**src/rtl/enet_pkg.sv**
```systemverilog
// Shared definitions for the Ethernet transmit arbiter: FSM encoding, port count,
// stream payload layout and the round-robin pick helper.
package enet_pkg;

  localparam int unsigned NUM_PORTS = 2;
  localparam int unsigned DATA_W    = 32;
  localparam int unsigned STRB_W    = 4;
  localparam int unsigned PAYLOAD_W = DATA_W + STRB_W + 1;

  typedef enum logic [1:0] {
    ST_IDLE   = 2'd0,
    ST_GRANT0 = 2'd1,
    ST_GRANT1 = 2'd2,
    ST_GAP    = 2'd3
  } state_t;

  // One-hot winner; on a tie the port that was not served last wins.
  function automatic logic [NUM_PORTS-1:0] rr_pick(input logic [NUM_PORTS-1:0] req,
                                                   input logic last_port);
    logic [NUM_PORTS-1:0] win;
    if (req == 2'b11) begin
      win = last_port ? 2'b01 : 2'b10;
    end else begin
      win = req;
    end
    return win;
  endfunction

endpackage

```
**src/rtl/enet_skid_buf.sv**
```systemverilog
// Two-entry registered FIFO between the arbiter mux and the MAC write port;
// head_q drives the output directly, skid_q absorbs one beat of backpressure.
module enet_skid_buf
  import enet_pkg::*;
(
  input  logic                 clk_i,
  input  logic                 rst_n_i,
  input  logic                 in_valid_i,
  input  logic [PAYLOAD_W-1:0] in_payload_i,
  output logic                 in_ready_o,
  output logic                 out_valid_o,
  output logic [PAYLOAD_W-1:0] out_payload_o,
  input  logic                 out_accept_i
);

  logic [1:0]           count_q, count_d;
  logic [PAYLOAD_W-1:0] head_q, head_d;
  logic [PAYLOAD_W-1:0] skid_q, skid_d;
  logic                 push;
  logic                 pop;

  assign in_ready_o    = (count_q != 2'd2);
  assign out_valid_o   = (count_q != 2'd0);
  assign out_payload_o = head_q;
  assign push          = in_valid_i && in_ready_o;
  assign pop           = out_valid_o && out_accept_i;

  always_comb begin
    count_d = count_q;
    head_d  = head_q;
    skid_d  = skid_q;
    case ({push, pop})
      2'b10: begin
        if (count_q == 2'd0) begin
          head_d = in_payload_i;
        end else begin
          skid_d = in_payload_i;
        end
        count_d = count_q + 2'd1;
      end
      2'b01: begin
        if (count_q == 2'd2) begin
          head_d = skid_q;
        end else begin
          head_d = head_q;
        end
        count_d = count_q - 2'd1;
      end
      // Push while popping only happens at count 1: new beat replaces the head.
      2'b11: begin
        head_d = in_payload_i;
      end
      default: begin
        count_d = count_q;
      end
    endcase
  end

  always_ff @(posedge clk_i or negedge rst_n_i) begin
    if (!rst_n_i) begin
      count_q <= 2'd0;
      head_q  <= '0;
      skid_q  <= '0;
    end else begin
      count_q <= count_d;
      head_q  <= head_d;
      skid_q  <= skid_d;
    end
  end

endmodule

```
**src/rtl/enet_tx_arb.sv**
```systemverilog
// Frame-atomic round-robin arbiter for two transmit sources feeding the MAC.
// Optional per-port frame counters are built when ENET_TX_ARB_STATS_EN is defined.
module enet_tx_arb
  import enet_pkg::*;
#(
  parameter int unsigned IDLE_GAP = 0
) (
  input  logic        clk_i,
  input  logic        rst_n_i,
  input  logic        busy_i,
  input  logic        in0_valid_i,
  input  logic [31:0] in0_data_i,
  input  logic [3:0]  in0_strb_i,
  input  logic        in0_last_i,
  output logic        in0_accept_o,
  input  logic        in1_valid_i,
  input  logic [31:0] in1_data_i,
  input  logic [3:0]  in1_strb_i,
  input  logic        in1_last_i,
  output logic        in1_accept_o,
  output logic        tx_valid_o,
  output logic [31:0] tx_data_o,
  output logic [3:0]  tx_strb_o,
  output logic        tx_last_o,
  input  logic        tx_accept_i,
  output logic [1:0]  grant_o,
  output logic [15:0] frames0_o,
  output logic [15:0] frames1_o
);

  localparam logic [7:0] GAP_LOAD = (IDLE_GAP > 0) ? 8'(IDLE_GAP - 1) : 8'd0;

  state_t               state_q, state_d;
  logic [1:0]           grant_q, grant_d;
  logic                 last_q, last_d;
  logic [7:0]           gap_q, gap_d;
  logic [1:0]           pick;
  logic                 sel_valid;
  logic [PAYLOAD_W-1:0] sel_payload;
  logic [PAYLOAD_W-1:0] out_payload;
  logic                 buf_ready;
  logic                 push;

  always_comb begin
    sel_valid   = 1'b0;
    sel_payload = '0;
    if (grant_q[0]) begin
      sel_valid   = in0_valid_i;
      sel_payload = {in0_data_i, in0_strb_i, in0_last_i};
    end else if (grant_q[1]) begin
      sel_valid   = in1_valid_i;
      sel_payload = {in1_data_i, in1_strb_i, in1_last_i};
    end else begin
      sel_valid   = 1'b0;
      sel_payload = '0;
    end
  end

  assign in0_accept_o = grant_q[0] && buf_ready;
  assign in1_accept_o = grant_q[1] && buf_ready;
  assign push         = sel_valid && buf_ready;
  assign pick         = rr_pick({in1_valid_i, in0_valid_i}, last_q);
  assign grant_o      = grant_q;

  enet_skid_buf u_skid (
    .clk_i        (clk_i),
    .rst_n_i      (rst_n_i),
    .in_valid_i   (sel_valid),
    .in_payload_i (sel_payload),
    .in_ready_o   (buf_ready),
    .out_valid_o  (tx_valid_o),
    .out_payload_o(out_payload),
    .out_accept_i (tx_accept_i)
  );

  assign {tx_data_o, tx_strb_o, tx_last_o} = out_payload;

  always_comb begin
    state_d = state_q;
    grant_d = grant_q;
    last_d  = last_q;
    gap_d   = gap_q;
    case (state_q)
      ST_IDLE: begin
        if (!busy_i && (pick != 2'b00)) begin
          grant_d = pick;
          last_d  = pick[1];
          state_d = pick[0] ? ST_GRANT0 : ST_GRANT1;
        end else begin
          grant_d = 2'b00;
        end
      end
      // busy_i is deliberately ignored here so a started frame always completes.
      ST_GRANT0, ST_GRANT1: begin
        if (push && sel_payload[0]) begin
          grant_d = 2'b00;
          if (IDLE_GAP > 0) begin
            state_d = ST_GAP;
            gap_d   = GAP_LOAD;
          end else begin
            state_d = ST_IDLE;
          end
        end else begin
          grant_d = grant_q;
        end
      end
      ST_GAP: begin
        if (gap_q == 8'd0) begin
          state_d = ST_IDLE;
        end else begin
          gap_d = gap_q - 8'd1;
        end
      end
      default: begin
        state_d = ST_IDLE;
        grant_d = 2'b00;
      end
    endcase
  end

  always_ff @(posedge clk_i or negedge rst_n_i) begin
    if (!rst_n_i) begin
      state_q <= ST_IDLE;
      grant_q <= 2'b00;
      last_q  <= 1'b1;
      gap_q   <= 8'd0;
    end else begin
      state_q <= state_d;
      grant_q <= grant_d;
      last_q  <= last_d;
      gap_q   <= gap_d;
    end
  end

`ifdef ENET_TX_ARB_STATS_EN
  logic [15:0] frames0_q, frames0_d;
  logic [15:0] frames1_q, frames1_d;

  always_comb begin
    frames0_d = frames0_q;
    frames1_d = frames1_q;
    if (in0_valid_i && in0_accept_o && in0_last_i) begin
      frames0_d = frames0_q + 16'd1;
    end else begin
      frames0_d = frames0_q;
    end
    if (in1_valid_i && in1_accept_o && in1_last_i) begin
      frames1_d = frames1_q + 16'd1;
    end else begin
      frames1_d = frames1_q;
    end
  end

  always_ff @(posedge clk_i or negedge rst_n_i) begin
    if (!rst_n_i) begin
      frames0_q <= 16'd0;
      frames1_q <= 16'd0;
    end else begin
      frames0_q <= frames0_d;
      frames1_q <= frames1_d;
    end
  end

  assign frames0_o = frames0_q;
  assign frames1_o = frames1_q;
`else
  assign frames0_o = 16'd0;
  assign frames1_o = 16'd0;
`endif

endmodule

```
**config.mk**
```make
export PLATFORM = sky130hd
export DESIGN_NAME = enet_tx_arb
export DESIGN_NICKNAME = d
export VERILOG_FILES = /design/src/rtl/enet_pkg.sv /design/src/rtl/enet_skid_buf.sv /design/src/rtl/enet_tx_arb.sv
export SDC_FILE = /design/constraint.sdc
export NUM_CORES = 1
export LEC_CHECK = 0
export ABC_CLOCK_PERIOD_IN_PS = 3650
export BUFFER_PORTS_ARGS = -buffer_cell sky130_fd_sc_hd__buf_2
export CAP_MARGIN = 0
export CELL_PAD_IN_SITES_DETAIL_PLACEMENT = 0
export CELL_PAD_IN_SITES_GLOBAL_PLACEMENT = 1
export CORE_UTILIZATION = 40
export CTS_CLUSTER_DIAMETER = 100
export DETAILED_ROUTE_END_ITERATION = 12
export HOLD_SLACK_MARGIN = 0.06
export PLACE_DENSITY = 0.95
export SETUP_SLACK_MARGIN = 0.5
export SYNTH_ARGS = -nofsm -noshare
export SYNTH_HDL_FRONTEND = slang
export SYNTH_SLANG_ARGS = --single-unit
```
**constraint.sdc**
```tcl
create_clock -name clk_i -period 3.65 [get_ports clk_i]
set_input_delay 0.5475 -clock clk_i [delete_from_list [all_inputs] [get_ports clk_i]]
set_output_delay 0.5475 -clock clk_i [all_outputs]
set_load 0.03 [all_outputs]
```
Word-level counts from Yosys, hierarchy flattened. Index checks and enable logic that the tools add are counted.

Flip-flop bits (word level): 89. Bits of input ports: 80. Output and inout bits: 74. Word-level logic and storage cells: 65.

Equality and inequality tests: 14. Reductions and logical operators: 22. $add $sub $neg: 3. Muxes and demuxes: 17. Bitwise logic cells: 2.

Operators by type and width (number): 2-to-1 mux 37 bit (4); case mux 37 bit (3 select lines) (1); 2-to-1 mux 2 bit (7); == test 2 bit, second input constant (6); logical NOT 8 bit (1); != test 2 bit, second input constant (4); case mux 2 bit (2 select lines) (2); AND reduction 2 bit (4); nonzero test 2 bit (4); subtractor 8 x 1 -> 8 bit, second input constant (1); logical AND 1 bit (6); case mux 2 bit (3 select lines) (1); AND reduction 3 bit (2); == test 2 x 1 -> 1 bit, second input constant (2); logical NOT 2 bit (2); != test 2 x 1 -> 1 bit, second input constant (2); nonzero test 3 bit (1); adder 2 x 1 -> 2 bit, second input constant (1); 2-to-1 mux 1 bit (2); NOT 1 bit (2); OR reduction 2 bit (1); subtractor 2 x 1 -> 2 bit, second input constant (1); logical NOT 1 bit (1).

Logic depth before layout (Yosys ltp).
Depth in word-level cells: 6. Depth in mapped cells: 11. Depth with buffers taken out: 8.

By module. A second synthesis with hierarchy kept.

Cells, all modules: 369. Area, all modules: 4877.2 um^2.

Modules (own cells, without submodules): enet_skid_buf (area an instance 3503.4 um^2, seq. area each 1901.8 um^2, cells an instance 215, times used 1); enet_tx_arb (area an instance 1373.8 um^2, seq. area each 326.6 um^2, cells an instance 154, times used 1).

Worst setup path after synthesis. No wires, ideal clock.

Kind: register -> register. Start point: register grant_q[0], in the netlist grant_o[0]. End point: register u_skid.head_q[1], in the netlist u_skid.out_payload_o[1]. Setup slack: 1.619 ns. Cell stages (with the launch flop): 10. Period minus slack after synthesis: 2.031 ns. Library setup time: 0.127 ns. Arrival time: 1.903 ns. Buffers on the path: 3. Data required time: 3.523 ns. Path through: dfrtp_1 -> buf_2 -> a21o_1 -> nand3_1 -> ha_1 -> buf_2 -> clkbuf_1 -> nor2_1 -> a21oi_1 -> o21ai_0.

Longest elaborated chain between the ends: 5. Elaborated cells on any way between the ends: 12. Classes of those cells: eq/ne: 5; mux: 4; reduce/logical: 3.

Ends and longest elaborated chain: start: declaration (line enet_tx_arb.sv:34) `logic [1:0] grant_q, grant_d;`; start signal: assignment (line enet_tx_arb.sv:129) `grant_q <= grant_d;`; 2-to-1 mux 1 bit (line enet_tx_arb.sv:47) `if (grant_q[0]) begin`; logical AND 1 bit (line enet_skid_buf.sv:25) `assign push = in_valid_i && in_ready_o;`; == test 2 x 1 -> 1 bit / == test 2 bit (equally long branches) (line enet_skid_buf.sv:32) `case ({push, pop})`; != test 2 x 1 -> 1 bit (no line) / nonzero test 3 bit (equally long branches); AND reduction 3 bit (no line); end signal: assignment (line enet_skid_buf.sv:62) `head_q <= '0;`; end signal: assignment (line enet_skid_buf.sv:66) `head_q <= head_d;`; end: declaration (line enet_skid_buf.sv:17) `logic [PAYLOAD_W-1:0] head_q, head_d;`.

Several ways; a longest one is shown, not always the timed one. The select of a mux whose other input is x is not followed. A chain may end at the register's enable or synchronous reset.

Worst setup path in the final report.
Start point: register grant_q[0], in the netlist grant_o[0]. End point: register u_skid.head_q[27], in the netlist u_skid.out_payload_o[27].

Same word-level chain as after synthesis.

==> summary.md <==
| Metric | Value |
|---|---|
| Setup TNS | 0 ns |
| Worst r2r src | grant_o[0] |
| CORE AREA | 0.0108 sq mm |
| Antenna viol nets, final | 0 |
| Crit Path Category | reg -> reg |
| Clock Tree Buf Depth | 2 |
| Worst Max-Slew Pin Slew | 0.880 ns |
| Initial core utilization | 0.409 |
| First-pass GRT wire length | 15500 um |
| Die width | 107 um |
| # IOs | 154 |
| Grt ovf | 0 |
| Global routing usage on met2 | 0.294 |
| DRT Wirelength | 9570 um |
| Worst-path clk slew | 0.09 ns |
| Final setup fails | 0 |
| CTS Hold Bufs | 0 |
| Detailed Place HPWL | 6820 um |
| Num rows | 38 |
| Synth Flop Type | dfrtp_1 |
| Slew HR | 0.411 |
| Cts bufs inserted | 9 |
| Reg2Reg Capture Point | u_skid.out_payload_o[27] |
| Worst hold slack | 0.257 ns |
| Post-synth ARST share | 1.00 |
| Number of synthesized flops with an enable pin | 0 |
| DR iter-0 viols | 162 |
| Element type at the critical path end | flop |
| Post-CTS sizing | 0 |
| Cells along the critical path | buf_4, buf_4, nor2b_2, buf_4, a22oi_1, nor2_1, a21oi_1, o21ai_0 |
| Setup ws final | 1.17 ns |
| Clock Latency Late Sink | 0.37 ns |
| Status | finished, final reports clean |
| Largest net degree at the start of global routing | 76 |
| Synth unique cells | 38 |
| Fin. max-slew vios | 0 |
| IO Port Bufs | 121 |
| Routed wire per std cell | 12.9 um |
| Initial antenna violation count | 0 |
| Yosys top cell area share | 0.498 |
| Root Buffer | clkbuf_8 |
| Vias in the first global route | 3239 |
| RSZ-0062 raised after global routing | no |
| DRT Pass-1 Iters | 6 |
| Synth area leaders | dfrtp_1, o21ai_0, nand2_1 |
| Dpl cell area | 0.00501 sq mm |
| Share of cells above drive strength 1 | 0.264 |
| Fin area | 0.00525 sq mm |
| Antenna cell count | 0 |
| Post-CTS Setup Bufs | 0 |
| P per Cell Area | 780 mW/mm^2 |
| Synthesized cell area | 0.00442 sq mm |
| Min Clock Period, post-route | 2.48 ns |
| Most used cell, CP | buf_4 |
| Total global-route track usage | 0.175 |
| Die Y | 107 um |
| Synth Area per Inst | 9.00 sq um |
| Critical-path top delay cell | nor2b_2 |
| Die area | 0.0115 sq mm |
| CTS tree | done |
| Drt via density | 4.88 |
| Reg2Reg Setup Slack | 1.17 ns |
| Worst R2R Path Depth | 8 |
| Pleak | 2.63 nW |
| Post-layout util | 0.486 |
| Post-synth top area cell | dfrtp_1 |
| DRC viols | 0 |
| WP buf/inv | 3 |
| M3 GR Usage | 0.0432 |
| Clock Skew | 0.0124 ns |
| CTS H-tree depth | 3 |
| Fmax | 404 MHz |
| Met1 GRT Util | 0.220 |
| Vias | 3619 |
| Max Cap Viol | 0 |
| Synth-to-layout area growth | 18.8% |
| Setup slack after placement | 1.06 ns |
| Grt peak-use layer | met2 |
| Sequential share of the synthesized area | 0.504 |
| Critical path startpoint category | flop |
| Synth Instances | 491 |
| Gpl congestion | 0.743 |
| Final Hold Viols | 0 |
| CP max FO | 24 |
| Synth warn | 0 |
| Largest delay share family, worst path | buffers and inverters |
| Worst EP required | 3.94 ns |
| Worst VDD drop | 0.346 mV |
| # nets final | 684 |
| Fin crit share | 0.679 |
| Max incr delay on CP | 0.69 ns |
| Critical Path AT | 2.76 ns |
| Hold Path Class | in -> async |
| Flops & latches, synth | 89 |
| Clock Sinks | 89 |
## power by group
part / leakage [nW] / switching, mW / total (mW) / internal [mW]
Combinational: 1.31 / 1.23 / 1.80 / 0.570
Sequential: 1.20 / 0.167 / 1.47 / 1.30
Clock: 0.120 / 0.355 / 0.828 / 0.473
## cell usage after synthesis (all sizes together), types with 2 or more instances
library cell	n
nor4	3
nor3b	2
and2	3
a32o	2
dfrtp	88
nand2	85
nor2	45
ha	7
a21oi	38
inv	7
clkbuf	12
mux2	3
nand2b	2
xnor2	4
a22oi	36
nor2b	2
buf	54
a21o	3
o21ai	79
xor2	3
nand3	4
## how the worst max path moves through the flow
stage | start | endpoint | slack [ns] | depth (start not counted)
2_1_floorplan | grant_o[0] | u_skid.out_payload_o[1] | 1.62 | 9
3_3_place_gp | in1_valid_i | u_skid.out_payload_o[35] | 1.11 | 8
3_5_place_dp | in1_valid_i | u_skid.out_payload_o[35] | 1.06 | 8
4_1_cts | grant_o[0] | u_skid.out_payload_o[29] | 1.14 | 8
5_1_grt | grant_o[0] | u_skid.out_payload_o[26] | 0.96 | 8
6_report | grant_o[0] | u_skid.out_payload_o[27] | 1.17 | 8
## sequential cells by signal, summed over array words and instances, names as in the netlist
signal / cells
last_q: 1
state_q: 2
u_skid.count_q: 2
grant_o: 2
gap_q: 8
u_skid.out_payload_o: 37
u_skid.skid_q: 37
## metrics by stage
stage | total power [mW] | cells
floorplan | 2.86 | 522
detailed placement | 3.31 | 726
finish | 4.09 | 742
global route | 4.42 | 742
CTS | 4.14 | 742
global placement | 3.23 | 726
## logic make-up after synthesis
logic type               share of synthesized area
AO/OA/AOI/OAI                                0.210
AND/OR/NAND/NOR                              0.144
flip-flops                                   0.504
buffers and inverters                       0.0991
adder cells (fa/ha/maj)                     0.0198
XOR/XNOR                                    0.0139
multiplexers                               0.00764
other                                     0.000849
## placed cells by master, fill, tap and decap left out, types with 2 or more instances in the layout
cell / n
o21ai_0: 67
xnor2_1: 4
conb_1: 32
clkbuf_8: 10
nor3b_1: 2
xor2_1: 3
nor2_1: 45
nand2_1: 83
nor4_1: 2
a21oi_1: 38
buf_4: 9
and2_1: 2
nand2_2: 2
o21ai_1: 11
nand3_1: 4
dfrtp_1: 88
ha_1: 6
a22oi_1: 35
a32o_1: 2
a21o_1: 3
buf_2: 120
inv_1: 7
mux2_2: 3
nand2b_1: 2
bufinv_16: 3
## metal layers
| metal | part of all wire | vias to the layer above |
|---|---|---|
| met5 | 0 | - |
| met4 | 0.012 | 0 |
| met3 | 0.059 | 11 |
| met2 | 0.48 | 105 |
| met1 | 0.44 | 1681 |
| li1 | - | 1822 |
## cell type report
type,count,area (sq um)
multi-input cells,360,1890
well taps,140,175
repair buffers,130,688
clock buffers,11,141
inverters,7,26.3
flip-flops and latches,89,2230
clock inverters,5,103
fillers,1018,5540
(Power assumes the default switching activity.)
